File: src/rtl/game_sequencer_if.sv
// Button/event inputs and status/control outputs of the breakout play sequencer.
interface game_sequencer_if;
    logic       frame_tick;
    logic       start;
    logic       block_hit;
    logic       ball_lost;
    logic [2:0] state;
    logic       ball_run;
    logic       ball_reset;
    logic       field_reset;
    logic [1:0] ball_speed;
    logic [3:0] score_ones;
    logic [3:0] score_tens;
    logic [3:0] lives;
    logic       game_won;
    logic       game_over;

    modport master (
        output frame_tick, start, block_hit, ball_lost,
        input  state, ball_run, ball_reset, field_reset, ball_speed,
               score_ones, score_tens, lives, game_won, game_over
    );

    modport slave (
        input  frame_tick, start, block_hit, ball_lost,
        output state, ball_run, ball_reset, field_reset, ball_speed,
               score_ones, score_tens, lives, game_won, game_over
    );
endinterface

File: src/rtl/game_sequencer.sv
// Breakout play sequencer: game state, lives, BCD score, serve delay and speed phase.
// All outputs registered, one clk from input to output; no backpressure, every pulse is consumed.
module game_sequencer #(
    parameter int START_LIVES = 3,
    parameter int SERVE_DELAY = 60,
    parameter int PHASE2_TENS = 2,
    parameter int PHASE3_TENS = 4,
    parameter int WIN_TENS    = 6
) (
    input  logic             clk,
    input  logic             rst,
    game_sequencer_if.slave  bus
);
    localparam logic [2:0] S_IDLE  = 3'd0;
    localparam logic [2:0] S_SERVE = 3'd1;
    localparam logic [2:0] S_PLAY  = 3'd2;
    localparam logic [2:0] S_WIN   = 3'd3;
    localparam logic [2:0] S_LOSE  = 3'd4;

    logic [2:0] state_q,  state_d;
    logic [3:0] ones_q,   ones_d;
    logic [3:0] tens_q,   tens_d;
    logic [3:0] lives_q,  lives_d;
    logic [7:0] cnt_q,    cnt_d;
    logic       ball_reset_q, ball_reset_d;
    logic       field_reset_q, field_reset_d;
    logic [1:0] speed_q,  speed_d;
    logic       run_q, won_q, over_q;

    always_comb begin
        state_d       = state_q;
        ones_d        = ones_q;
        tens_d        = tens_q;
        lives_d       = lives_q;
        cnt_d         = cnt_q;
        ball_reset_d  = 1'b0;
        field_reset_d = 1'b0;
        case (state_q)
            S_IDLE: begin
                ones_d  = 4'd0;
                tens_d  = 4'd0;
                lives_d = 4'(START_LIVES);
                if (bus.start) begin
                    state_d       = S_SERVE;
                    cnt_d         = 8'(SERVE_DELAY);
                    ball_reset_d  = 1'b1;
                    field_reset_d = 1'b1;
                end
            end
            S_SERVE: begin
                if (bus.frame_tick) begin
                    if (cnt_q == 8'd0) state_d = S_PLAY;
                    else               cnt_d   = cnt_q - 8'd1;
                end
            end
            S_PLAY: begin
                if (bus.block_hit) begin
                    if (ones_q == 4'd9) begin
                        if (tens_q != 4'd9) begin
                            ones_d = 4'd0;
                            tens_d = tens_q + 4'd1;
                        end
                    end else begin
                        ones_d = ones_q + 4'd1;
                    end
                end
                // A win on this hit takes priority over a simultaneous ball loss.
                if (bus.block_hit && tens_d == 4'(WIN_TENS) && ones_d == 4'd0) begin
                    state_d = S_WIN;
                end else if (bus.ball_lost) begin
                    lives_d = lives_q - 4'd1;
                    if (lives_q == 4'd1) begin
                        state_d = S_LOSE;
                    end else begin
                        state_d      = S_SERVE;
                        cnt_d        = 8'(SERVE_DELAY);
                        ball_reset_d = 1'b1;
                    end
                end
            end
            S_WIN, S_LOSE: begin
                if (bus.start) begin
                    state_d       = S_SERVE;
                    ones_d        = 4'd0;
                    tens_d        = 4'd0;
                    lives_d       = 4'(START_LIVES);
                    cnt_d         = 8'(SERVE_DELAY);
                    ball_reset_d  = 1'b1;
                    field_reset_d = 1'b1;
                end
            end
            default: begin
                state_d = S_IDLE;
                ones_d  = 4'd0;
                tens_d  = 4'd0;
                lives_d = 4'(START_LIVES);
                cnt_d   = 8'd0;
            end
        endcase

        // Speed follows the post-update score so a phase change lands with the score change.
        if (state_d != S_PLAY)                speed_d = 2'd0;
        else if (tens_d < 4'(PHASE2_TENS))    speed_d = 2'd1;
        else if (tens_d < 4'(PHASE3_TENS))    speed_d = 2'd2;
        else                                  speed_d = 2'd3;
    end

    always_ff @(posedge clk) begin
        if (rst) begin
            state_q       <= S_IDLE;
            ones_q        <= 4'd0;
            tens_q        <= 4'd0;
            lives_q       <= 4'(START_LIVES);
            cnt_q         <= 8'd0;
            ball_reset_q  <= 1'b0;
            field_reset_q <= 1'b0;
            speed_q       <= 2'd0;
            run_q         <= 1'b0;
            won_q         <= 1'b0;
            over_q        <= 1'b0;
        end else begin
            state_q       <= state_d;
            ones_q        <= ones_d;
            tens_q        <= tens_d;
            lives_q       <= lives_d;
            cnt_q         <= cnt_d;
            ball_reset_q  <= ball_reset_d;
            field_reset_q <= field_reset_d;
            speed_q       <= speed_d;
            run_q         <= (state_d == S_PLAY);
            won_q         <= (state_d == S_WIN);
            over_q        <= (state_d == S_LOSE);
        end
    end

    assign bus.state       = state_q;
    assign bus.ball_run    = run_q;
    assign bus.ball_reset  = ball_reset_q;
    assign bus.field_reset = field_reset_q;
    assign bus.ball_speed  = speed_q;
    assign bus.score_ones  = ones_q;
    assign bus.score_tens  = tens_q;
    assign bus.lives       = lives_q;
    assign bus.game_won    = won_q;
    assign bus.game_over   = over_q;
endmodule

File: src/flat_wrapper.sv
// flat-port wrapper written by rule: the top's interface ports become plain ports
module game_sequencer_flat 
#(
    parameter int START_LIVES = 3,
    parameter int SERVE_DELAY = 60,
    parameter int PHASE2_TENS = 2,
    parameter int PHASE3_TENS = 4,
    parameter int WIN_TENS    = 6
)
  (clk, rst, bus_frame_tick, bus_start, bus_block_hit, bus_ball_lost, bus_state, bus_ball_run, bus_ball_reset, bus_field_reset, bus_ball_speed, bus_score_ones, bus_score_tens, bus_lives, bus_game_won, bus_game_over);
  game_sequencer_if bus_i ();
  input  logic clk;
  input  logic rst;
  input wire logic [$bits(bus_i.frame_tick)-1:0] bus_frame_tick;
  input wire logic [$bits(bus_i.start)-1:0] bus_start;
  input wire logic [$bits(bus_i.block_hit)-1:0] bus_block_hit;
  input wire logic [$bits(bus_i.ball_lost)-1:0] bus_ball_lost;
  output wire logic [$bits(bus_i.state)-1:0] bus_state;
  output wire logic [$bits(bus_i.ball_run)-1:0] bus_ball_run;
  output wire logic [$bits(bus_i.ball_reset)-1:0] bus_ball_reset;
  output wire logic [$bits(bus_i.field_reset)-1:0] bus_field_reset;
  output wire logic [$bits(bus_i.ball_speed)-1:0] bus_ball_speed;
  output wire logic [$bits(bus_i.score_ones)-1:0] bus_score_ones;
  output wire logic [$bits(bus_i.score_tens)-1:0] bus_score_tens;
  output wire logic [$bits(bus_i.lives)-1:0] bus_lives;
  output wire logic [$bits(bus_i.game_won)-1:0] bus_game_won;
  output wire logic [$bits(bus_i.game_over)-1:0] bus_game_over;
  assign bus_i.frame_tick = bus_frame_tick;
  assign bus_i.start = bus_start;
  assign bus_i.block_hit = bus_block_hit;
  assign bus_i.ball_lost = bus_ball_lost;
  assign bus_state = bus_i.state;
  assign bus_ball_run = bus_i.ball_run;
  assign bus_ball_reset = bus_i.ball_reset;
  assign bus_field_reset = bus_i.field_reset;
  assign bus_ball_speed = bus_i.ball_speed;
  assign bus_score_ones = bus_i.score_ones;
  assign bus_score_tens = bus_i.score_tens;
  assign bus_lives = bus_i.lives;
  assign bus_game_won = bus_i.game_won;
  assign bus_game_over = bus_i.game_over;
  game_sequencer #(.START_LIVES(START_LIVES), .SERVE_DELAY(SERVE_DELAY), .PHASE2_TENS(PHASE2_TENS), .PHASE3_TENS(PHASE3_TENS), .WIN_TENS(WIN_TENS)) u_core (.clk(clk), .rst(rst), .bus(bus_i));
endmodule
File: config.mk
export PLATFORM = sky130hd
export DESIGN_NAME = game_sequencer_flat
export DESIGN_NICKNAME = d
export VERILOG_FILES = /design/src/rtl/game_sequencer_if.sv /design/src/rtl/game_sequencer.sv /design/src/flat_wrapper.sv
export SDC_FILE = /design/constraint.sdc
export NUM_CORES = 1
export LEC_CHECK = 0
export ABC_AREA = 1
export CORE_MARGIN = 2
export CORE_UTILIZATION = 49
export DETAILED_ROUTE_END_ITERATION = 7
export GPL_TIMING_DRIVEN = 0
export PLACE_DENSITY = 0.86
export REMOVE_ABC_BUFFERS = 1
export SETUP_SLACK_MARGIN = 0.05
export SLEW_MARGIN = 25
export SYNTH_ARGS = -nofsm -noshare
export SYNTH_HDL_FRONTEND = slang
export SYNTH_SLANG_ARGS = --single-unit
export TNS_END_PERCENT = 5
File: constraint.sdc
create_clock -name clk -period 1.79 [get_ports clk]
set_input_delay 0.2685 -clock clk [delete_from_list [all_inputs] [get_ports clk]]
set_output_delay 0.2685 -clock clk [all_outputs]
set_load 0.02 [all_outputs]
==> run summary, run 1 <==
Setup CP Type = flop to flop
GPL Wtd Cong = 0.819
Clock Power Share = 0.323
footprint of the multi-input gates = 0.00128 sq mm
setup_tns = -3.52 ns
number of global-route vias before repair = 1842
Synth cell types = 34
Synth Cell Area = 0.00196 sq mm
Hold Crit Depth = 2
Routed Wire Length = 4830 um
Die ar. = 0.00452 sq mm
HP Start = u_core.cnt_q[3]
Clock Tree Buf Depth = 2
failing checks = negative setup slack
pwr dens = 672 mW/mm^2
final setup vio count = 19
part of the cycle the worst path needs = 1.13
CP Data Arrival Time = 2.22 ns
total number of vias = 1963
Ant. Diodes = 0
delay-heaviest family, CP = simple AND/OR/NAND/NOR gates
1st-pass router iterations = 4
final net count = 334
Post-DP HPWL = 3170 um
total CTS buffers = 5
Primary FF master, synth = dfxtp_1
Synth top area share = 0.307
Min Hold Slack = 0.470 ns
# fillers = 304
remaining routing DRC violations = 0
worst-path cell chain = ha_4 -> nand2_2 -> nor2_4 -> nand3_2 -> nand2_2 -> nand2_4 -> nor2_4 -> nand2_2 -> nor2_4 -> nand3_4 -> buf_6 -> nand2_4 -> nand2_2 -> a21oi_2
Final Skew = 0.00414 ns
# IOs = 28
worst setup margin = -0.237 ns
layout cell share with drive strength beyond 1 = 0.258
R2R cell count = 14
Synth-to-Final Area Change = 31.7%
CTS tree = yes
Post-synth EDFFs = 0
PortBufs = 27
Seq pwr share = 0.427
post-synthesis xor/xnor area fraction = 0.0403
Pleak = 1.12 nW
largest area contributor in the netlist = dfxtp_1
chip width = 67.2 um
Final Hold Viols = 0
Tmin final = 2.03 ns
Die H = 67.2 um
# H-tree levels = 2
CP Data Required Time = 1.99 ns
total track usage = 0.225
Buf/Inv on CP = 1
Routed Antenna Nets = 0
run status = complete, but fails checks
CP max-delay cell = dfxtp_4
Crit. End Element = flop
#FFs+latches synth = 30
Hold Path Class = flop to flop
most frequent cell after synthesis = nand2_1
Via-to-Cell Ratio = 5.31
RR Endpoint = u_core.bus.lives[3]
sequential element share of the synthesized area = 0.307
slowest stage delay, CP = 0.40 ns
R2R Setup Slk = -0.24 ns
mux cell area share after synthesis = 0
Finished Core Util = 0.689
Routed WL per cell = 13.1 um
simple-gate share of the synthesized area = 0.410
YS warnings = 0
Initial Util = 0.523
clock-pin slew on the worst setup and hold paths = 0.06 ns
Worst R2R Start = u_core.bus.score_ones[0]
Pint = 0.00119 W
FF+latch area = 614 sq um
Mean Syn Cell Area = 6.89 sq um
final instance area = 0.00258 sq mm
Synth area leaders = dfxtp_1 31%, nand2_1 12%, inv_1 6.3%, nand3_1 5.9%, nor2_1 5.4%
largest net degree at the start of global routing = 26
fmax = 0.493 GHz
clk sink count = 30
Gate power share = 0.250
commonest cells in the synthesized netlist = 65 x nand2_1, 33 x inv_1, 30 x dfxtp_1
clock latency at the later pin of the worst-skew pair = 0.28 ns
CORE AREA = 0.00374 sq mm
CP Launch Type = flop
worst slack, placed = -0.753 ns
first-pass GRT wire length = 7720 um
compound-cell area share of the yosys netlist = 0.100
Top cell by count, worst path = nand2_2
VDD IR max = 0.596 mV
relative slew slack = 0.292
largest family of logic cells by synthesized area = simple AND/OR/NAND/NOR gates
initial detailed-routing violation count = 101
asr flop ratio synth = 0
RSZ-0062 raised after global routing = yes
worst-margin pin slew = 1.06 ns
placed inst area = 0.00225 sq mm
critical path fanouts, max = 8
GRT Residual Overflow = 0
Max-Cap Viols = 0
Syn Inst Count = 284
FP Rows = 22
switching share of power = 0.316
Hold Path Sink = u_core.cnt_q[3]
Synth Area in Adders = 0.0448
Clock Tree Root = clkbuf_8
antenna violations before repair = 0
switching power total = 0.000548 W
Final Max Tran Viols = 0
-- worst max path at each step --
| stage | startpoint | to | slack, ns | depth (start not counted) |
|---|---|---|---|---|
| 3_3_place_gp | bus_block_hit | u_core.cnt_q[1] | -0.72 | 12 |
| 5_1_grt | u_core.bus.state[0] | u_core.bus.ball_speed[0] | -0.40 | 10 |
| 6_report | u_core.bus.score_ones[0] | u_core.bus.lives[3] | -0.24 | 14 |
| 3_5_place_dp | bus_block_hit | u_core.cnt_q[1] | -0.75 | 12 |
| 2_1_floorplan | u_core.bus.score_ones[0] | u_core.cnt_q[1] | -0.24 | 14 |
| 4_1_cts | u_core.bus.score_ones[1] | u_core.bus.lives[2] | -0.22 | 15 |
-- worst reg2reg max path, cell delays in order (launching register included) --
cell and delay, ns:
dfxtp_4 0.40, ha_4 0.18, nand2_2 0.07, nor2_4 0.11, nand3_2 0.12, nand2_2 0.13
nand2_4 0.07, nor2_4 0.08, nand2_2 0.06, nor2_4 0.12, nand3_4 0.16, buf_6 0.20
nand2_4 0.07, nand2_2 0.05, a21oi_2 0.12
-- layout make-up --
type,instances,area share
multi-input cells,206,0.495
clock buffers,7,0.0335
inverters,42,0.0612
clock inverters,1,0.00194
flip-flops and latches,30,0.238
repair buffers,36,0.147
well taps,48,0.0233
-- cells by family after synthesis --
group / count (synthesis)
buf+inv: 48
fa+ha+maj: 7
compound gates: 32
flops: 30
xor+xnor: 9
simple gates: 158
-- sequential cells by signal, summed over array words and instances, names as in the netlist, 2 cells and up --
name / flops
u_core.bus.score_ones: 4
u_core.bus.score_tens: 4
u_core.bus.ball_speed: 2
u_core.bus.state: 3
u_core.cnt_q: 8
u_core.bus.lives: 4
-- through the flow --
stage / power [W] / cells
floorplan: 0.00105 / 278
global placement: 0.00116 / 353
detailed placement: 0.00117 / 353
CTS: 0.00172 / 368
global route: 0.00182 / 370
finish: 0.00173 / 370
-- per-layer routing --
metal | vias to the layer above | global-route usage | part of all wire
met5 | - | 0 | 0
li1 | 976 | - | -
met1 | 911 | 0.240 | 0.38
met3 | 16 | 0.0500 | 0.047
met2 | 60 | 0.422 | 0.54
met4 | 0 | 0.0969 | 0.032
-- power by group through the flow --
stage	clock network [W]	registers [W]	logic, W
global route	0.000592	0.000745	0.000483
finish	0.000559	0.000740	0.000434
floorplan	0	0.000769	0.000286
global placement	0	0.000756	0.000399
detailed placement	0	0.000757	0.000410
CTS	0.000563	0.000742	0.000413
-- what timing repair did --
item / CTS / global route
pin swaps: 4 / 13
hold buffers: 0 / 0
cloned: 1 / 0
endpoints found under the hold margin: 0 / 0
setup buffers: 6 / 2
endpoints found under the setup margin: 25 / 25
gates resized for setup: 12 / 26
-- layout by cell type, fill, tap and decap left out, drive strengths merged --
cell type,n
nor2,36
dfxtp,30
xnor2,2
nand3,31
a21oi,19
clkdlybuf4s50,24
dlymetal6s2s,2
nand2,75
o21a,1
xor2,7
clkinv,1
or2,3
dlygate4sd2,1
inv,42
nor3,6
ha,7
clkbuf,7
nand4,5
nand3b,2
a31oi,1
o21ai,10
buf,9
a21boi,1
Note: power is estimated with default switching activity, not from simulation.
==> run 2: changes to the inputs <==
--- a/config.mk
+++ b/config.mk
@@ -6,11 +6,13 @@
 export NUM_CORES = 1
 export LEC_CHECK = 0
 export ABC_AREA = 1
+export CELL_PAD_IN_SITES_DETAIL_PLACEMENT = 0
+export CELL_PAD_IN_SITES_GLOBAL_PLACEMENT = 2
 export CORE_MARGIN = 2
-export CORE_UTILIZATION = 49
+export CORE_UTILIZATION = 27
 export DETAILED_ROUTE_END_ITERATION = 7
 export GPL_TIMING_DRIVEN = 0
-export PLACE_DENSITY = 0.86
+export PLACE_DENSITY = 0.85
 export REMOVE_ABC_BUFFERS = 1
 export SETUP_SLACK_MARGIN = 0.05
 export SLEW_MARGIN = 25
==> run 2 against run 1 <==
Flip-flop and latch count stayed put. Register-to-register slack gained 0.13 ns. Combinational power is 3% higher. The flow still finishes with violations (negative setup slack). Critical path depth grew 1. Clock power increased by 2%. Final cell count rose by 16%.
==> run summary, run 2 (synthesis gave the netlist of run 1 again) <==
slowest stage delay, CP = 0.36 ns (was 0.40 ns)
footprint of the multi-input gates = 0.00132 sq mm (was 0.00128 sq mm)
switching share of power = 0.320 (was 0.316)
Via-to-Cell Ratio = 4.37 (was 5.31)
# IOs = 28 (unchanged)
launch point of the worst path = u_core.bus.score_ones[1] (was u_core.bus.score_ones[0])
final instance area = 0.00277 sq mm (was 0.00258 sq mm)
GRT Residual Overflow = 0 (unchanged)
antenna violations before repair = 0 (unchanged)
worst-path cell chain = inv_2 -> ha_4 -> nand3_4 -> nand2_4 -> inv_2 -> nand2_2 -> nand2_2 -> nor2_4 -> nand2_2 -> nor2_4 -> nand3_4 -> buf_6 -> nand2_4 -> nand2_1 -> a21oi_2 (was ha_4 -> nand2_2 -> nor2_4 -> nand3_2 -> nand2_2 -> nand2_4 -> nor2_4 -> nand2_2 -> nor2_4 -> nand3_4 -> buf_6 -> nand2_4 -> nand2_2 -> a21oi_2)
first-pass GRT wire length = 8400 um (was 7720 um)
CORE AREA = 0.00714 sq mm (was 0.00374 sq mm)
clock latency at the later pin of the worst-skew pair = 0.28 ns (about the same)
total number of vias = 1880 (was 1963)
VDD IR max = 0.416 mV (was 0.596 mV)
chip width = 89.1 um (was 67.2 um)
Die H = 89.1 um (was 67.2 um)
max reg flops = 8 (unchanged)
part of the cycle the worst path needs = 1.06 (was 1.13)
Die ar. = 0.00795 sq mm (was 0.00452 sq mm)
setup_tns = -1.15 ns (was -3.52 ns)
Seq pwr share = 0.421 (was 0.427)
remaining routing DRC violations = 0 (unchanged)
Routed WL per cell = 11.6 um (was 13.1 um)
Initial Util = 0.274 (was 0.523)
CP Data Required Time = 2.00 ns (was 1.99 ns)
number of global-route vias before repair = 1823 (was 1842)
failing checks = negative setup slack (unchanged)
total chip power = 0.00176 W (was 0.00173 W)
Routed Wire Length = 4970 um (was 4830 um)
critical path fanouts, max = 4 (was 8)
Gate power share = 0.255 (was 0.250)
CTS tree = yes (unchanged)
initial detailed-routing violation count = 48 (was 101)
Clock Tree Buf Depth = 2 (unchanged)
fmax = 0.527 GHz (was 0.493 GHz)
total CTS buffers = 5 (unchanged)
# fillers = 790 (was 304)
Clock Power Share = 0.324 (was 0.323)
Setup CP Type = flop to flop (unchanged)
Reg with most FFs = u_core.cnt_q (unchanged)
Final Max Tran Viols = 0 (unchanged)
Ant. Diodes = 0 (unchanged)
largest net degree at the start of global routing = 26 (unchanged)
final setup vio count = 20 (was 19)
# H-tree levels = 2 (unchanged)
placed inst area = 0.00232 sq mm (was 0.00225 sq mm)
final net count = 343 (was 334)
pwr dens = 635 mW/mm^2 (was 672 mW/mm^2)
Pint = 0.00120 W (was 0.00119 W)
switching power total = 0.000564 W (was 0.000548 W)
Worst R2R Start = u_core.bus.score_ones[1] (was u_core.bus.score_ones[0])
clk sink count = 30 (unchanged)
PortBufs = 27 (unchanged)
most frequent cells in the layout = 59 x nand2_1, 30 x inv_1, 25 x nor2_1 (was 62 x nand2_1, 30 x inv_1, 27 x nor2_1)
run status = complete, but fails checks (unchanged)
Synth-to-Final Area Change = 41.6% (was 31.7%)
RSZ-0062 raised after global routing = yes (unchanged)
1st-pass router iterations = 4 (unchanged)
most common cell after layout, fill and taps aside = nand2_1 (unchanged)
Hold Path Class = input pin to flop (was flop to flop)
CP max-delay cell = dfxtp_4 (unchanged)
Top cell by count, worst path = nand2_2 (unchanged)
Final Hold Viols = 0 (unchanged)
Tmin final = 1.90 ns (was 2.03 ns)
relative slew slack = 0.626 (was 0.292)
Pleak = 1.18 nW (was 1.12 nW)
Crit. End Element = flop (unchanged)
clock-pin slew on the worst setup and hold paths = 0.07 ns (was 0.06 ns)
Post-DP HPWL = 3420 um (was 3170 um)
total track usage = 0.135 (was 0.225)
Max-Cap Viols = 0 (unchanged)
HP Start = rst (was u_core.cnt_q[3])
worst setup margin = -0.109 ns (was -0.237 ns)
GPL Wtd Cong = 0.753 (was 0.819)
layout cell share with drive strength beyond 1 = 0.320 (was 0.258)
CP Data Arrival Time = 2.11 ns (was 2.22 ns)
FP Rows = 31 (was 22)
CP Launch Type = flop (unchanged)
worst-margin pin slew = 0.561 ns (was 1.06 ns)
Routed Antenna Nets = 0 (unchanged)
FF+latch area = 619 sq um (was 614 sq um)
Final Skew = 0.00927 ns (was 0.00414 ns)
Clock Tree Root = clkbuf_8 (unchanged)
Post-CTS Hold Buffers = 0 (unchanged)
==> run 2: cell types whose count changed in the layout (fill, tap and decap cells not counted), sizes merged <==
cell          before  now
buf                9   19
clkbuf             7    6
clkinvlp           0    1
dlymetal6s2s       2    1
==> run 2: final timing paths <==
kind / end / slack, ns / cells past startpoint
worst max-delay path: u_core.bus.lives[2] / -0.11 / 15
worst min-delay path: u_core.cnt_q[1] / 0.45 / 2
worst max register to register: u_core.bus.lives[2] / -0.11 / 15
worst min register to register: u_core.cnt_q[3] / 0.47 / 2
==> run 2: layout make-up <==
| type | count | share of cell area |
|---|---|---|
| inverters | 42 | 0.0569 |
| clock buffers | 6 | 0.0298 |
| repair buffers | 45 | 0.164 |
| clock inverters | 2 | 0.00451 |
| multi-input cells | 206 | 0.477 |
| well taps | 99 | 0.0447 |
| flip-flops and latches | 30 | 0.223 |
==> run 2: power groups by stage <==
stage	clock network [W]	registers (W)	logic, W
3_3_place_gp	0	0.000758	0.000415
5_1_grt	0.000634	0.000746	0.000505
4_1_cts	0.000589	0.000739	0.000435
6_report	0.000570	0.000741	0.000448
3_5_place_dp	0	0.000758	0.000416
2_1_floorplan	0	0.000769	0.000286
==> run 2: critical path, delay by kind of cell (launching register included) <==
| kind | cells | cell delay (ns) |
|---|---|---|
| buffers and inverters | 3 | 0.30 |
| AOI/OAI and AO/OA | 1 | 0.11 |
| DFF | 1 | 0.36 |
| and+or+nand+nor | 10 | 0.88 |
| adders and majority gates | 1 | 0.18 |
==> run 2: what timing repair did <==
item                       4_1_cts  5_1_grt
setup endpoints to repair       25       27
resized for setup               30       25
buffers inserted                 9        8
gates cloned                     1        0
pin swaps                       17       18
==> run 2: layer usage <==
layer / global-route usage / routed length, um
met5: 0 / 0
met2: 0.233 / 2490
met1: 0.167 / 2280
met3: 0.0295 / 129
met4: 0.0461 / 70
==> run 2: per-stage QoR <==
| stage | hold slack [ns] | util | std cells | worst slack [ns] |
|---|---|---|---|---|
| 4_1_cts | 0.480 | 0.367 | 422 | -0.227 |
| 6_report | 0.451 | 0.388 | 430 | -0.109 |
| 3_5_place_dp | 0.461 | 0.325 | 404 | -0.833 |
| 3_3_place_gp | 0.450 | 0.325 | 404 | -0.837 |
| 5_1_grt | 0.475 | 0.388 | 430 | -0.235 |
| 2_1_floorplan | 0.331 | - | 278 | -0.236 |
==> run 3: changes to the inputs <==
--- a/config.mk
+++ b/config.mk
@@ -6,13 +6,14 @@
 export NUM_CORES = 1
 export LEC_CHECK = 0
 export ABC_AREA = 1
+export ABC_CLOCK_PERIOD_IN_PS = 1790
 export CELL_PAD_IN_SITES_DETAIL_PLACEMENT = 0
-export CELL_PAD_IN_SITES_GLOBAL_PLACEMENT = 2
+export CELL_PAD_IN_SITES_GLOBAL_PLACEMENT = 1
 export CORE_MARGIN = 2
-export CORE_UTILIZATION = 27
+export CORE_UTILIZATION = 35
 export DETAILED_ROUTE_END_ITERATION = 7
 export GPL_TIMING_DRIVEN = 0
-export PLACE_DENSITY = 0.85
+export PLACE_DENSITY = 0.86
 export REMOVE_ABC_BUFFERS = 1
 export SETUP_SLACK_MARGIN = 0.05
 export SLEW_MARGIN = 25
==> run 3 against run 2 <==
The run still ends with negative setup slack left. Die area decreased by 22%. Design area down 8.1%. Worst hold slack better by 0.027 ns. Via count fell by 2.0%. Sequential share of layout area grew 1.7 points. Flip-flop and latch count did not move. Setup slack lost 0.035 ns. Highest routed layer unchanged.
==> run summary, run 3 (synthesis gave the netlist of run 1 again) <==
run status = complete, but fails checks (unchanged)
failing checks = negative setup slack (unchanged)
remaining routing DRC violations = 0 (unchanged)
GRT Residual Overflow = 0 (unchanged)
Gate power share = 0.243 (was 0.255)
placed cell count = 377 (was 404)
Worst R2R Start = u_core.bus.score_tens[0] (was u_core.bus.score_ones[1])
final net count = 333 (was 343)
PortBufs = 27 (unchanged)
Pleak = 1.08 nW (was 1.18 nW)
Final Hold Viols = 0 (unchanged)
Synth-to-Final Area Change = 30.1% (was 41.6%)
Final Max Tran Viols = 0 (unchanged)
clk sink count = 30 (unchanged)
first-pass GRT wire length = 7620 um (was 8400 um)
FP Rows = 27 (was 31)
Post-DP HPWL = 3180 um (was 3420 um)
worst-margin pin slew = 1.04 ns (was 0.561 ns)
RR Endpoint = u_core.bus.game_won (was u_core.bus.lives[2])
total chip power = 0.00172 W (was 0.00176 W)
Non-Filler Instances = 393 (was 430)
clock-pin slew on the worst setup and hold paths = 0.07 ns (about the same)
Routed Antenna Nets = 0 (unchanged)
antenna violations before repair = 0 (unchanged)
Clock Power Share = 0.325 (was 0.324)
Setup CP Type = flop to flop (unchanged)
switching power total = 0.000533 W (was 0.000564 W)
most common cell after layout, fill and taps aside = nand2_1 (unchanged)
chip width = 78.8 um (was 89.1 um)
# IOs = 28 (unchanged)
Tmin final = 1.93 ns (was 1.90 ns)
final instance area = 0.00255 sq mm (was 0.00277 sq mm)
1st-pass router iterations = 4 (unchanged)
footprint of the multi-input gates = 0.00124 sq mm (was 0.00132 sq mm)
Die H = 78.8 um (was 89.1 um)
FF+latch area = 612 sq um (was 619 sq um)
placed inst area = 0.00228 sq mm (was 0.00232 sq mm)
Reg with most FFs = u_core.cnt_q (unchanged)
Via-to-Cell Ratio = 4.69 (was 4.37)
Clock Tree Root = clkbuf_8 (unchanged)
switching share of power = 0.311 (was 0.320)
GPL Wtd Cong = 0.844 (was 0.753)
initial detailed-routing violation count = 95 (was 48)
Routed Wire Length = 4380 um (was 4970 um)
Ant. Diodes = 0 (unchanged)
Final Skew = 0.00521 ns (was 0.00927 ns)
Hold Path Sink = u_core.cnt_q[3] (was u_core.cnt_q[1])
max reg flops = 8 (unchanged)
Post-CTS Hold Buffers = 0 (unchanged)
CP Data Arrival Time = 2.16 ns (was 2.11 ns)
R2R cell count = 13 (was 15)
Clock Tree Buf Depth = 2 (unchanged)
Hold Path Class = flop to flop (was input pin to flop)
HP Start = u_core.cnt_q[3] (was rst)
Routed WL per cell = 11.1 um (was 11.6 um)
pwr dens = 674 mW/mm^2 (was 635 mW/mm^2)
final setup vio count = 17 (was 20)
CTS tree = yes (unchanged)
critical path fanouts, max = 8 (was 4)
relative slew slack = 0.304 (was 0.626)
Initial Util = 0.360 (was 0.274)
part of the cycle the worst path needs = 1.08 (was 1.06)
# H-tree levels = 2 (unchanged)
Pint = 0.00118 W (was 0.00120 W)
Hold Crit Depth = 2 (unchanged)
Seq pwr share = 0.433 (was 0.421)
total number of vias = 1842 (was 1880)
CP Data Required Time = 2.02 ns (was 2.00 ns)
CORE AREA = 0.00544 sq mm (was 0.00714 sq mm)
total track usage = 0.152 (was 0.135)
clock latency at the later pin of the worst-skew pair = 0.28 ns (about the same)
Crit. End Element = flop (unchanged)
Die ar. = 0.00621 sq mm (was 0.00795 sq mm)
# fillers = 559 (was 790)
CP Launch Type = flop (unchanged)
fmax = 0.517 GHz (was 0.527 GHz)
VDD IR max = 0.379 mV (was 0.416 mV)
number of global-route vias before repair = 1710 (was 1823)
largest net degree at the start of global routing = 26 (unchanged)
worst slack, placed = -0.788 ns (was -0.833 ns)
Max-Cap Viols = 0 (unchanged)
total CTS buffers = 5 (unchanged)
worst setup margin = -0.144 ns (was -0.109 ns)
Finished Core Util = 0.468 (was 0.388)
most frequent cells in the layout = 60 x nand2_1, 31 x inv_1, 27 x nor2_1 (was 59 x nand2_1, 30 x inv_1, 25 x nor2_1)
RSZ-0062 raised after global routing = yes (unchanged)
layout cell share with drive strength beyond 1 = 0.252 (was 0.320)
R2R Setup Slk = -0.14 ns (was -0.11 ns)
-- run 3: changes by cell type in the layout (fill, tap and decap cells not counted), moves of 2 or more --
cell / previous run / this run
nor2_1: 25 / 27
dfxtp_2: 6 / 3
dfxtp_1: 21 / 25
nand2_2: 12 / 14
buf_6: 2 / 0
nand2_4: 4 / 1
nand3_2: 11 / 8
inv_2: 12 / 10
buf_4: 13 / 7
nand3_1: 17 / 21
nor2_4: 7 / 5
-- run 3: worst max-delay path by stage --
stage / end / slack [ns] / from / cells past startpoint
detailed placement: u_core.cnt_q[1] / -0.79 / bus_block_hit / 12
finish: u_core.bus.game_won / -0.14 / u_core.bus.score_tens[0] / 13
floorplan: u_core.cnt_q[1] / -0.24 / u_core.bus.score_ones[0] / 14
global route: u_core.bus.game_won / -0.30 / u_core.bus.score_tens[1] / 14
global placement: u_core.cnt_q[1] / -0.79 / bus_block_hit / 12
CTS: u_core.bus.game_won / -0.21 / u_core.bus.score_ones[1] / 15
-- run 3: area by class of cell --
cell class	instances	area share
clock buffer	6	0.0324
clock inverter	2	0.00491
inverter	42	0.0629
multi-input combinational	206	0.489
sequential	30	0.240
tap	72	0.0354
timing repair buffer	35	0.135
-- run 3: per-stage QoR --
stage / hold WS, ns / setup TNS (ns)
6_report: 0.478 / -1.94
5_1_grt: 0.525 / -4.68
4_1_cts: 0.475 / -2.80
3_5_place_dp: 0.459 / -14.99
3_3_place_gp: 0.448 / -14.84
2_1_floorplan: 0.331 / -3.42
-- run 3: repair_timing --
| action | CTS | global route |
|---|---|---|
| endpoints found under the setup margin | 24 | 26 |
| setup buffers | 6 | 2 |
| resized for setup | 13 | 17 |
| pin swaps | 4 | 3 |
-- run 3: worst max-delay path: stages (launching register included) --
cell     delay (ns)
dfxtp_2        0.36
ha_1           0.24
nand3_4        0.10
inv_1          0.07
nor2_2         0.12
nand2_1        0.08
nand2_2        0.10
nand3_2        0.10
nor2_4         0.10
nand3_4        0.16
buf_12         0.22
a21oi_4        0.11
nand2_1        0.08
inv_1          0.05
-- run 3: power groups by stage --
stage	Sequential, W	Clock (W)	Combinational (W)
floorplan	0.000769	0	0.000286
detailed placement	0.000759	0	0.000411
global placement	0.000758	0	0.000407
global route	0.000747	0.000613	0.000472
CTS	0.000743	0.000578	0.000412
finish	0.000742	0.000557	0.000416
-- run 3: per-layer routing --
metal	GRT usage	up-vias	wire [um]
li1	-	966	-
met1	0.193	840	2010
met2	0.255	30	2130
met3	0.0318	6	156
met4	0.0561	0	80
met5	0	-	0
